<file path="src/rtl/seq_shift_add_multiplier.sv">
// Iterative shift-and-add multiplier retiring BITS_PER_CYCLE multiplier bits per clock.
// Signed operands are handled as magnitudes plus a latched result sign.
module seq_shift_add_multiplier #(
  parameter int unsigned WIDTH          = 16,
  parameter int unsigned BITS_PER_CYCLE = 1
) (
  input  logic                 clk,
  input  logic                 rst,
  input  logic                 start,
  input  logic                 signed_mode,
  input  logic [WIDTH-1:0]     a,
  input  logic [WIDTH-1:0]     b,
  output logic                 busy,
  output logic                 done,
  output logic [2*WIDTH-1:0]   product
);

  localparam int unsigned N  = WIDTH / BITS_PER_CYCLE;
  localparam int unsigned CW = $clog2(N + 1);

  typedef enum logic [1:0] {IDLE, RUN, DONE} state_t;

  state_t               state, state_next;
  logic [2*WIDTH-1:0]   mag_a;
  logic [WIDTH-1:0]     mag_b;
  logic [2*WIDTH-1:0]   acc;
  logic [2*WIDTH-1:0]   partial;
  logic [2*WIDTH-1:0]   acc_sum;
  logic                 sign;
  logic [CW-1:0]        cnt;
  logic                 accept;
  logic                 last;

  function automatic logic [WIDTH-1:0] magnitude(input logic [WIDTH-1:0] v, input logic sm);
    // -(-2^(WIDTH-1)) wraps back to 2^(WIDTH-1), which is the correct unsigned magnitude
    return (sm && v[WIDTH-1]) ? (~v + 1'b1) : v;
  endfunction

  assign accept = start && ((state == IDLE) || (state == DONE));
  assign last   = (state == RUN) && (cnt == CW'(1));

  always_ff @(posedge clk) begin
    if (rst) state <= IDLE;
    else     state <= state_next;
  end

  always_comb begin
    state_next = state;
    busy       = 1'b0;
    done       = 1'b0;
    case (state)
      IDLE: if (start) state_next = RUN;
      RUN: begin
        busy = 1'b1;
        if (cnt == CW'(1)) state_next = DONE;
      end
      DONE: begin
        done       = 1'b1;
        state_next = start ? RUN : IDLE;
      end
      default: state_next = IDLE;
    endcase
  end

  always_comb begin
    partial = '0;
    for (int unsigned i = 0; i < BITS_PER_CYCLE; i++) begin
      if (mag_b[i]) partial = partial + (mag_a << i);
    end
    acc_sum = acc + partial;
  end

  always_ff @(posedge clk) begin
    if (rst) begin
      mag_a   <= '0;
      mag_b   <= '0;
      acc     <= '0;
      sign    <= 1'b0;
      cnt     <= '0;
      product <= '0;
    end else if (accept) begin
      mag_a <= {{WIDTH{1'b0}}, magnitude(a, signed_mode)};
      mag_b <= magnitude(b, signed_mode);
      sign  <= signed_mode && (a[WIDTH-1] ^ b[WIDTH-1]);
      acc   <= '0;
      cnt   <= CW'(N);
    end else if (state == RUN) begin
      acc   <= acc_sum;
      mag_a <= mag_a << BITS_PER_CYCLE;
      mag_b <= mag_b >> BITS_PER_CYCLE;
      cnt   <= cnt - 1'b1;
      if (last) product <= sign ? (~acc_sum + 1'b1) : acc_sum;
    end
  end

endmodule

</file>
<file path="config.mk">
export PLATFORM = sky130hd
export DESIGN_NAME = seq_shift_add_multiplier
export DESIGN_NICKNAME = d
export VERILOG_FILES = /design/src/rtl/seq_shift_add_multiplier.sv
export SDC_FILE = /design/constraint.sdc
export NUM_CORES = 1
export LEC_CHECK = 0
export BUFFER_PORTS_ARGS = -buffer_cell sky130_fd_sc_hd__buf_2
export CORE_AREA = 10 10 144 146
export CTS_BUF_LIST = sky130_fd_sc_hd__clkbuf_16
export CTS_CLUSTER_DIAMETER = 50
export DETAILED_ROUTE_END_ITERATION = 7
export DIE_AREA = 0 0 154 156
export PLACE_DENSITY_LB_ADDON = 0.12
export SETUP_SLACK_MARGIN = 0.15
export SYNTH_ARGS = -nofsm -noshare
export SYNTH_HDL_FRONTEND = slang
export SYNTH_SLANG_ARGS = --single-unit
</file>
<file path="constraint.sdc">
create_clock -name clk -period 12 [get_ports clk]
set_clock_uncertainty 0.1 [all_clocks]
set_input_delay 0 -clock clk [delete_from_list [all_inputs] [get_ports clk]]
set_output_delay 0 -clock clk [all_outputs]
set_load 0.03 [all_outputs]
</file>
==> results of run 1 <==
-- worst reg2reg max path: stages (launching register included) --
cell and delay, ns:
dfxtp_1 0.58, and2_1 0.31, ha_1 0.20, fa_1 0.46, a211oi_4 0.32, o21ai_2 0.17
a221oi_2 0.43, a2111oi_0 0.21, or3_1 0.37, a21oi_1 0.29, o2111ai_1 0.24, or4_4 0.57
a211oi_1 0.29, nor4_2 0.08
-- placed cells by master (no fill, tap or decap), types with 4 or more instances in the layout --
cell,netlist,layout
inv_6,0,5
nor3b_1,4,4
o2111ai_1,6,6
nand4_1,9,9
nor3_1,16,16
or2_2,6,6
clkbuf_16,0,17
a21o_1,14,14
nor2b_1,6,5
or3_1,8,8
xor2_1,38,38
nor4_1,10,10
dlygate4sd3_1,0,41
o41ai_1,8,8
nand2b_1,7,5
o31ai_1,11,11
nand3b_1,6,6
a221oi_1,4,4
o21a_1,8,8
and3_1,9,9
xnor2_1,32,32
a211oi_1,34,34
ha_1,36,36
or4_1,6,6
buf_2,8,69
buf_4,0,9
a31oi_1,5,5
nand2_1,161,161
a22oi_1,28,28
nor2_1,82,80
clkinv_4,0,4
o211ai_1,13,13
nand3_1,15,15
and2_1,43,43
inv_1,14,14
dfxtp_1,120,120
o21ai_0,39,39
a21oi_1,119,119
-- sequential cells by signal (all words and copies together) (netlist names) --
register	flops
acc	32
mag_a	32
product	32
mag_b	16
cnt	5
state	2
sign	1
-- power breakdown --
| group | leakage, nW | switching, mW | total, mW | internal, mW |
|---|---|---|---|---|
| clock network | 0.289 | 0.207 | 0.517 | 0.310 |
| logic | 2.48 | 0.0924 | 0.150 | 0.0575 |
| registers | 0.974 | 0.0116 | 0.425 | 0.413 |
-- kinds of logic (layout without fill, tap and decap cells) --
kind of cell,count (synthesis),count (layout),synth area share
AND/OR/NAND/NOR,404,404,0.245
multiplexers,4,4,0.00520
adder cells (fa/ha/maj),37,37,0.0592
AO/OA/AOI/OAI,326,326,0.270
flip-flops,120,120,0.302
XOR/XNOR,71,71,0.0792
buffers and inverters,80,166,0.0392
-- final cells by class --
cell class	count	area, um2
flip-flops and latches	120	2400
well taps	229	287
clock buffers	17	425
repair buffers	119	823
clock inverters	15	166
multi-input cells	842	5250
inverters	15	56.3
fillers	1744	8430
-- per-stage QoR --
stage	hold WS, ns	utilization	cell area, um2
final	0.0418	0.527	9410
after global routing	0.0876	0.527	9410
after CTS	0.0484	0.527	9410
after detailed placement	0.209	0.471	8410
after global placement	0.203	0.471	8410
after floorplan	0.0477	-	7940
-- metal layers --
metal  wire length, um  global-route usage
met5                 0                   0
met3              1340              0.0455
met2              9060               0.270
met1             11500               0.254
met4               324              0.0589
-- worst max path at each step --
stage	from	endpoint	slack, ns	depth (start not counted)
detailed placement	mag_b[0]	product[30]	7.26	13
CTS	mag_b[0]	product[30]	7.22	13
floorplan	mag_b[0]	product[30]	7.84	15
global placement	mag_b[0]	product[30]	7.31	13
global route	mag_b[0]	product[30]	6.79	12
finish	mag_b[0]	product[30]	7.25	13
-- what timing repair did --
item / in CTS / in global routing
hold buffers: 41 / 0
buffers inserted: 0 / 0
gates resized for setup: 0 / 0
hold endpoints to repair: 40 / 0
==> results by group, run 1 <==
Synth
  – Primary FF master, synth: dfxtp_1
  – Syn Inst Count: 1042
  – Post-Syn Area per Cell: 7.62 um2
  – Library cells used by synthesis: 76
  – Top post-synthesis cells by area: dfxtp_1 (30%), nand2_1 (7.6%), a21oi_1 (7.5%), ha_1 (5.7%), xor2_1 (4.2%)
  – Net count after synthesis: approximately 1100
  – Post-synth EDFFs: 0
  – Synthesized flop and latch total: 120
  – Post-synthesis sequential area ratio: 0.302
  – Share of the synthesized area in the top cell type: 0.302
  – Netlist Area Pre-Place: 0.00794 mm2
  – Count leader, synth: nand2_1
  – Synth warn: 0
  – Async S/R FF share, synth: 0
  – Cell taking the most area after synthesis: dfxtp_1
  – Post-synth top cells: nand2_1 (161), dfxtp_1 (120), a21oi_1 (119)

Critical path
  – Worst setup EP type: flop
  – CP Data Required Time: 12.21 ns
  – R2R depth: 13
  – Reg-to-Reg End: product[30]
  – WS Path Type: flop to flop
  – Buf/Inv on CP: 0
  – R2r setup slk: 7.25 ns
  – FF-to-FF Start: mag_b[0]
  – Slowest stage delay, CP: 0.58 ns
  – Critical path's slowest cell: dfxtp_1
  – Crit path cell chain: and2_1, ha_1, fa_1, a211oi_4, o21ai_2, a221oi_2, a2111oi_0, or3_1, a21oi_1, o2111ai_1, or4_4, a211oi_1, nor4_2
  – Kind of start point of the critical path: flop
  – CP max FO: 33
  – Worst EP arrival: 4.96 ns
  – Top cell family by delay on the critical path: compound AO/OA/AOI/OAI gates

Cells and area
  – Non-Filler Instances: 1357
  – Final nets: 1188
  – # diodes: 0
  – Share of cells above drive strength 1: 0.123
  – Area grow syn2layout: 18.4%

Die
  – Die width: 154 um
  – Die area: 0.0240 mm2
  – FP Rows: 49
  – Die Ht: approximately 160 um
  – Initial core utilization: 0.445
  – Number of I/O pins: 70
  – Core Area: around 0.018 mm2

Timing
  – Fin. max-slew vios: 0
  – Slew margin rel.: 0.356
  – Fmax: 0.211 GHz
  – Final hold vios: 0
  – Tmin final: 4.75 ns
  – Setup violations, final: 0
  – Worst-Margin Slew: 0.966 ns
  – Setup_tns: 0 ns
  – Fin worst setup slack: between 7 and 8 ns
  – RSZ-0062 raised after global routing: no
  – Part of the cycle the worst path needs: 0.396

Clocking
  – Htree depth: 4
  – CTS max path bufs: 2
  – Worst skew pair latency: between 0.4 and 0.5 ns
  – Root Driver: clkbuf_16
  – Clock Sink Count: 120
  – Clock-pin slew on the worst setup and hold paths: 0.06 ns
  – CTS tree: done
  – CTS Buf Count: 17

Route
  – Vias: around 7600
  – Wire per inst: 16.4 um
  – Initial DRC count: 487
  – ANT nets after route: 0
  – Routed vias/inst: 5.61
  – Final WL: around 22000 um
  – Drt pass-1 iters: 5
  – DRC errors left: 0

Hold path
  – Hold path endpoint: cnt[4]
  – Hold path depth: 3
  – Hold Path Class: input pin to flop
  – Min-Delay Startpoint: start

GRT
  – Largest net degree at the start of global routing: 88
  – Overall Global Routing Usage: 0.183
  – Gr ovfl total: 0
  – Antenna violations before repair: 0
  – Vias in the first global route: a little over 7000
  – First-pass GRT wire length: 36900 um

Power
  – Worst vdd ir: 0.0925 mV
  – Overall power: 1.09 mW
  – Pwr per Cell Area: 116 mW/mm2
  – Leak: about 3.7 nW

Place
  – Routability Congestion: about 0.93
  – Post-Place Setup Slack: 7.26 ns
  – Hpwl dp: 16100 um
  – Cells after DPL: around 1300
  – # port buffers: 69

Status
  – Status: completed

Run
  – Max-cap violations: 0
Note: power is estimated with default switching activity, not from simulation.
==> inputs of run 2 (changes only) <==
--- a/config.mk
+++ b/config.mk
@@ -5,12 +5,13 @@
 export SDC_FILE = /design/constraint.sdc
 export NUM_CORES = 1
 export LEC_CHECK = 0
+export ABC_AREA = 1
 export BUFFER_PORTS_ARGS = -buffer_cell sky130_fd_sc_hd__buf_2
-export CORE_AREA = 10 10 144 146
+export CORE_AREA = 10 10 152 154
 export CTS_BUF_LIST = sky130_fd_sc_hd__clkbuf_16
 export CTS_CLUSTER_DIAMETER = 50
 export DETAILED_ROUTE_END_ITERATION = 7
-export DIE_AREA = 0 0 154 156
+export DIE_AREA = 0 0 162 164
 export PLACE_DENSITY_LB_ADDON = 0.12
 export SETUP_SLACK_MARGIN = 0.15
 export SYNTH_ARGS = -nofsm -noshare
==> constraint.sdc (replaced) <==
create_clock -name clk -period 4.1 [get_ports clk]
set_clock_uncertainty 0.1 [all_clocks]
set_input_delay 0 -clock clk [delete_from_list [all_inputs] [get_ports clk]]
set_output_delay 0 -clock clk [all_outputs]
set_load 0.03 [all_outputs]
==> run 2 against run 1 <==
Clock power grew to 3.2 times the previous value. Area after synthesis rose by 13%. Sequential power grew to 3.0 times the previous value. Power increased to 3.3 times the previous value. Worst hold slack worse by 0.028 ns. Sequential share of layout area down 2.8 points. Synthesized cell count grew 45%. Wire length increased by 28%. Non-clock buffer count unchanged. Via count up 25%. Worst setup slack worse by 6.5 ns. Maximum frequency up 42%. Largest cell class unchanged.
==> results by group, run 2 <==
Critical path
  – Top cell family by delay on the critical path: simple AND/OR/NAND/NOR gates
  – CP Data Required Time: 4.32 ns
  – CP startpoint: mag_b[0]
  – Critical path's slowest cell: fa_1
  – WS Path Type: flop to flop
  – R2R depth: 22
  – Crit path cell chain: buf_4, nand2_1, inv_1, ha_1, fa_1, inv_1, ha_1, inv_1, nor2_1, nand2_1, nor2_2, nand2_1, nor2_2, nand3_1, nor2_1, nand3_1, nand2_1, nand2_1, nand2_1, nand3_1, nand2_1, inv_1
  – Most frequent CP cell: nand2_1
  – Reg-to-Reg End: product[30]
  – Buf/Inv on CP: 5
  – CP Depth: 22
  – CP Capture Point: product[30]
  – R2r setup slk: 0.76 ns
  – FF-to-FF Start: mag_b[0]
  – Slowest stage delay, CP: 0.47 ns
  – Kind of start point of the critical path: flop
  – CP max FO: 18
  – Worst setup EP type: flop
  – Worst EP arrival: 3.57 ns

Power
  – Leak: 5.53 nW
  – Combinational share of power: 0.195
  – Clock Power Share: 0.455
  – Seq pwr share: 0.350
  – Pwr per Cell Area: 340 mW/mm2
  – Overall power: 3.60 mW
  – Internal Power: 2.45 mW
  – Switch Pwr: between 1 and 1.5 mW
  – Net Sw Frac: 0.320
  – Worst vdd ir: 0.267 mV

Cells and area
  – Final nets: 1670
  – Final instance area: 0.0106 mm2
  – Fill cell count: 2126
  – # diodes: 0
  – Most frequent cells in the layout: nand2_1 (491), inv_1 (252), dfxtp_1 (120)
  – Commonest non-fill, non-tap cell in the layout: nand2_1
  – Post-route core utilization: 0.528
  – Share of cells above drive strength 1: 0.114
  – Area grow syn2layout: 18.2%
  – Biggest registers after layout: acc x32, mag_a x32, product x32

Timing
  – Slew margin rel.: 0.232
  – Fin. max-slew vios: 0
  – Setup_tns: 0 ns
  – Tmin final: 3.34 ns
  – Part of the cycle the worst path needs: 0.816
  – Worst-Margin Slew: 1.15 ns
  – Min Hold Slack: 0.0137 ns
  – RSZ-0062 raised after global routing: no
  – Setup violations, final: 0
  – Final hold vios: 0
  – Fmax: ~0.30 GHz

Synth
  – Cell taking the most area after synthesis: dfxtp_1
  – Synthesized flop and latch total: 120
  – Post-synth top cells: nand2_1 (491), inv_1 (252), dfxtp_1 (120)
  – Post-synth EDFFs: 0
  – Netlist Area Pre-Place: 0.00894 mm2
  – Share of the synthesized area in the top cell type: 0.269
  – Net count after synthesis: 1580
  – Library cells used by synthesis: 44
  – Top post-synthesis cells by area: dfxtp_1 (27%), nand2_1 (21%), inv_1 (11%), nand3_1 (5.4%), ha_1 (5.0%)
  – Post-synthesis sequential area ratio: 0.269
  – Async S/R FF share, synth: 0
  – Post-Syn Area per Cell: 5.94 um2
  – Count leader, synth: nand2_1
  – Syn Inst Count: between 1500 and 2000
  – Primary FF master, synth: dfxtp_1
  – Synth warn: 0

Place
  – Routability Congestion: between 0.9 and 1
  – Hpwl dp: 21700 um
  – DP Area: 0.00952 mm2
  – # port buffers: 69

Die
  – Die area: 0.0266 mm2
  – Initial core utilization: 0.446
  – FP Rows: 52
  – Die Ht: 164 um
  – Number of I/O pins: 70
  – Core Area: about 0.02 mm2
  – Die width: ~160 um

Clocking
  – Htree depth: 4
  – Clock-pin slew on the worst setup and hold paths: 0.06 ns
  – Post-CTS Resized: 0
  – CTS max path bufs: 2
  – CTS tree: done
  – Root Driver: clkbuf_16
  – Worst skew pair latency: between 0.4 and 0.5 ns
  – Setup bufs post-CTS: 0
  – Clock Sink Count: 120
  – Hold_buf cts: 43
  – CTS Buf Count: 17

Route
  – Routed vias/inst: 5.08
  – Drt pass-1 iters: 5
  – Initial DRC count: 743
  – Vias: 9553
  – ANT nets after route: 0
  – DRC errors left: 0
  – Wire per inst: 15.2 um
  – Final WL: around 29000 um

Run
  – Max-cap violations: 0

GRT
  – Vias in the first global route: 8999
  – Peak-usage layer in the global routing report: met2
  – Grt met2 use: 0.361
  – Gr ovfl total: 0
  – GRT met3 Usage: 0.0360
  – First-pass GRT wire length: roughly 46000 um
  – Overall Global Routing Usage: 0.215
  – Met1 GRT Util: 0.271
  – Antenna violations before repair: 0
  – Largest net degree at the start of global routing: between 100 and 150

Hold path
  – Hold Path Class: input pin to flop
  – Hold path depth: 2

Status
  – Status: completed
[run 2: cell count changes in the layout (fill, tap and decap cells not counted), sizes merged, moves of 29 or more]
cell    before  now
nand3       15  103
a31oi        5   34
and2        45    4
nor2        82  121
a21oi      121   83
inv         21  272
a211oi      36    0
nand2      161  516
[run 2: how the worst min path moves through the flow]
| stage | startpoint | slack (ns) | to |
|---|---|---|---|
| floorplan | a[0] | 0.05 | mag_a[0] |
| global placement | a[0] | 0.18 | mag_a[0] |
| detailed placement | a[0] | 0.18 | mag_a[0] |
| CTS | rst | 0.02 | mag_a[12] |
| global route | rst | 0.05 | mag_a[12] |
| finish | rst | 0.01 | mag_b[4] |
[run 2: kinds of logic (layout without fill, tap and decap cells)]
group	after synthesis	count (layout)	share of synthesized area
AO/OA/AOI/OAI	230	230	0.150
AND/OR/NAND/NOR	792	792	0.381
adder cells (fa/ha/maj)	37	37	0.0526
buffers and inverters	313	416	0.132
XOR/XNOR	15	15	0.0168
flip-flops	120	120	0.269
[run 2: cell type report]
cell class,count,area [um2],area share
Timing Repair Buffer,119,828,0.0783
Sequential cell,120,2400,0.227
Multi-Input combinational cell,1074,5380,0.509
Tap cell,270,338,0.0319
Clock inverter,15,204,0.0193
Clock buffer,17,425,0.0402
Inverter,265,995,0.0941
[run 2: stage by stage]
| stage | cells | setup slack [ns] |
|---|---|---|
| 6_report | 1880 | 0.756 |
| 5_1_grt | 1880 | 0.332 |
| 4_1_cts | 1880 | 0.755 |
| 3_5_place_dp | 1805 | 0.793 |
| 3_3_place_gp | 1805 | 0.852 |
| 2_1_floorplan | 1507 | 0.958 |
[run 2: power by group through the flow]
stage | Clock [mW] | Sequential, mW | Combinational (mW)
2_1_floorplan | 0 | 1.29 | 0.477
3_3_place_gp | 0 | 1.28 | 0.656
3_5_place_dp | 0 | 1.28 | 0.661
4_1_cts | 1.65 | 1.26 | 0.699
5_1_grt | 1.70 | 1.27 | 0.787
6_report | 1.63 | 1.26 | 0.702
[run 2: worst reg2reg max path, stage by stage (launching register included)]
cell and delay [ns]:
dfxtp_1 0.33, buf_4 0.22, nand2_1 0.08, inv_1 0.06, ha_1 0.24, fa_1 0.47
inv_1 0.11, ha_1 0.16, inv_1 0.05, nor2_1 0.09, nand2_1 0.09, nor2_2 0.16
nand2_1 0.08, nor2_2 0.12, nand3_1 0.18, nor2_1 0.17, nand3_1 0.10, nand2_1 0.12
nand2_1 0.07, nand2_1 0.05, nand3_1 0.07, nand2_1 0.08, inv_1 0.03
[run 2: metal layers]
metal,wire [um],share of wire
met5,0,0
met4,845,0.030
met3,1530,0.054
met2,13200,0.46
met1,13000,0.46
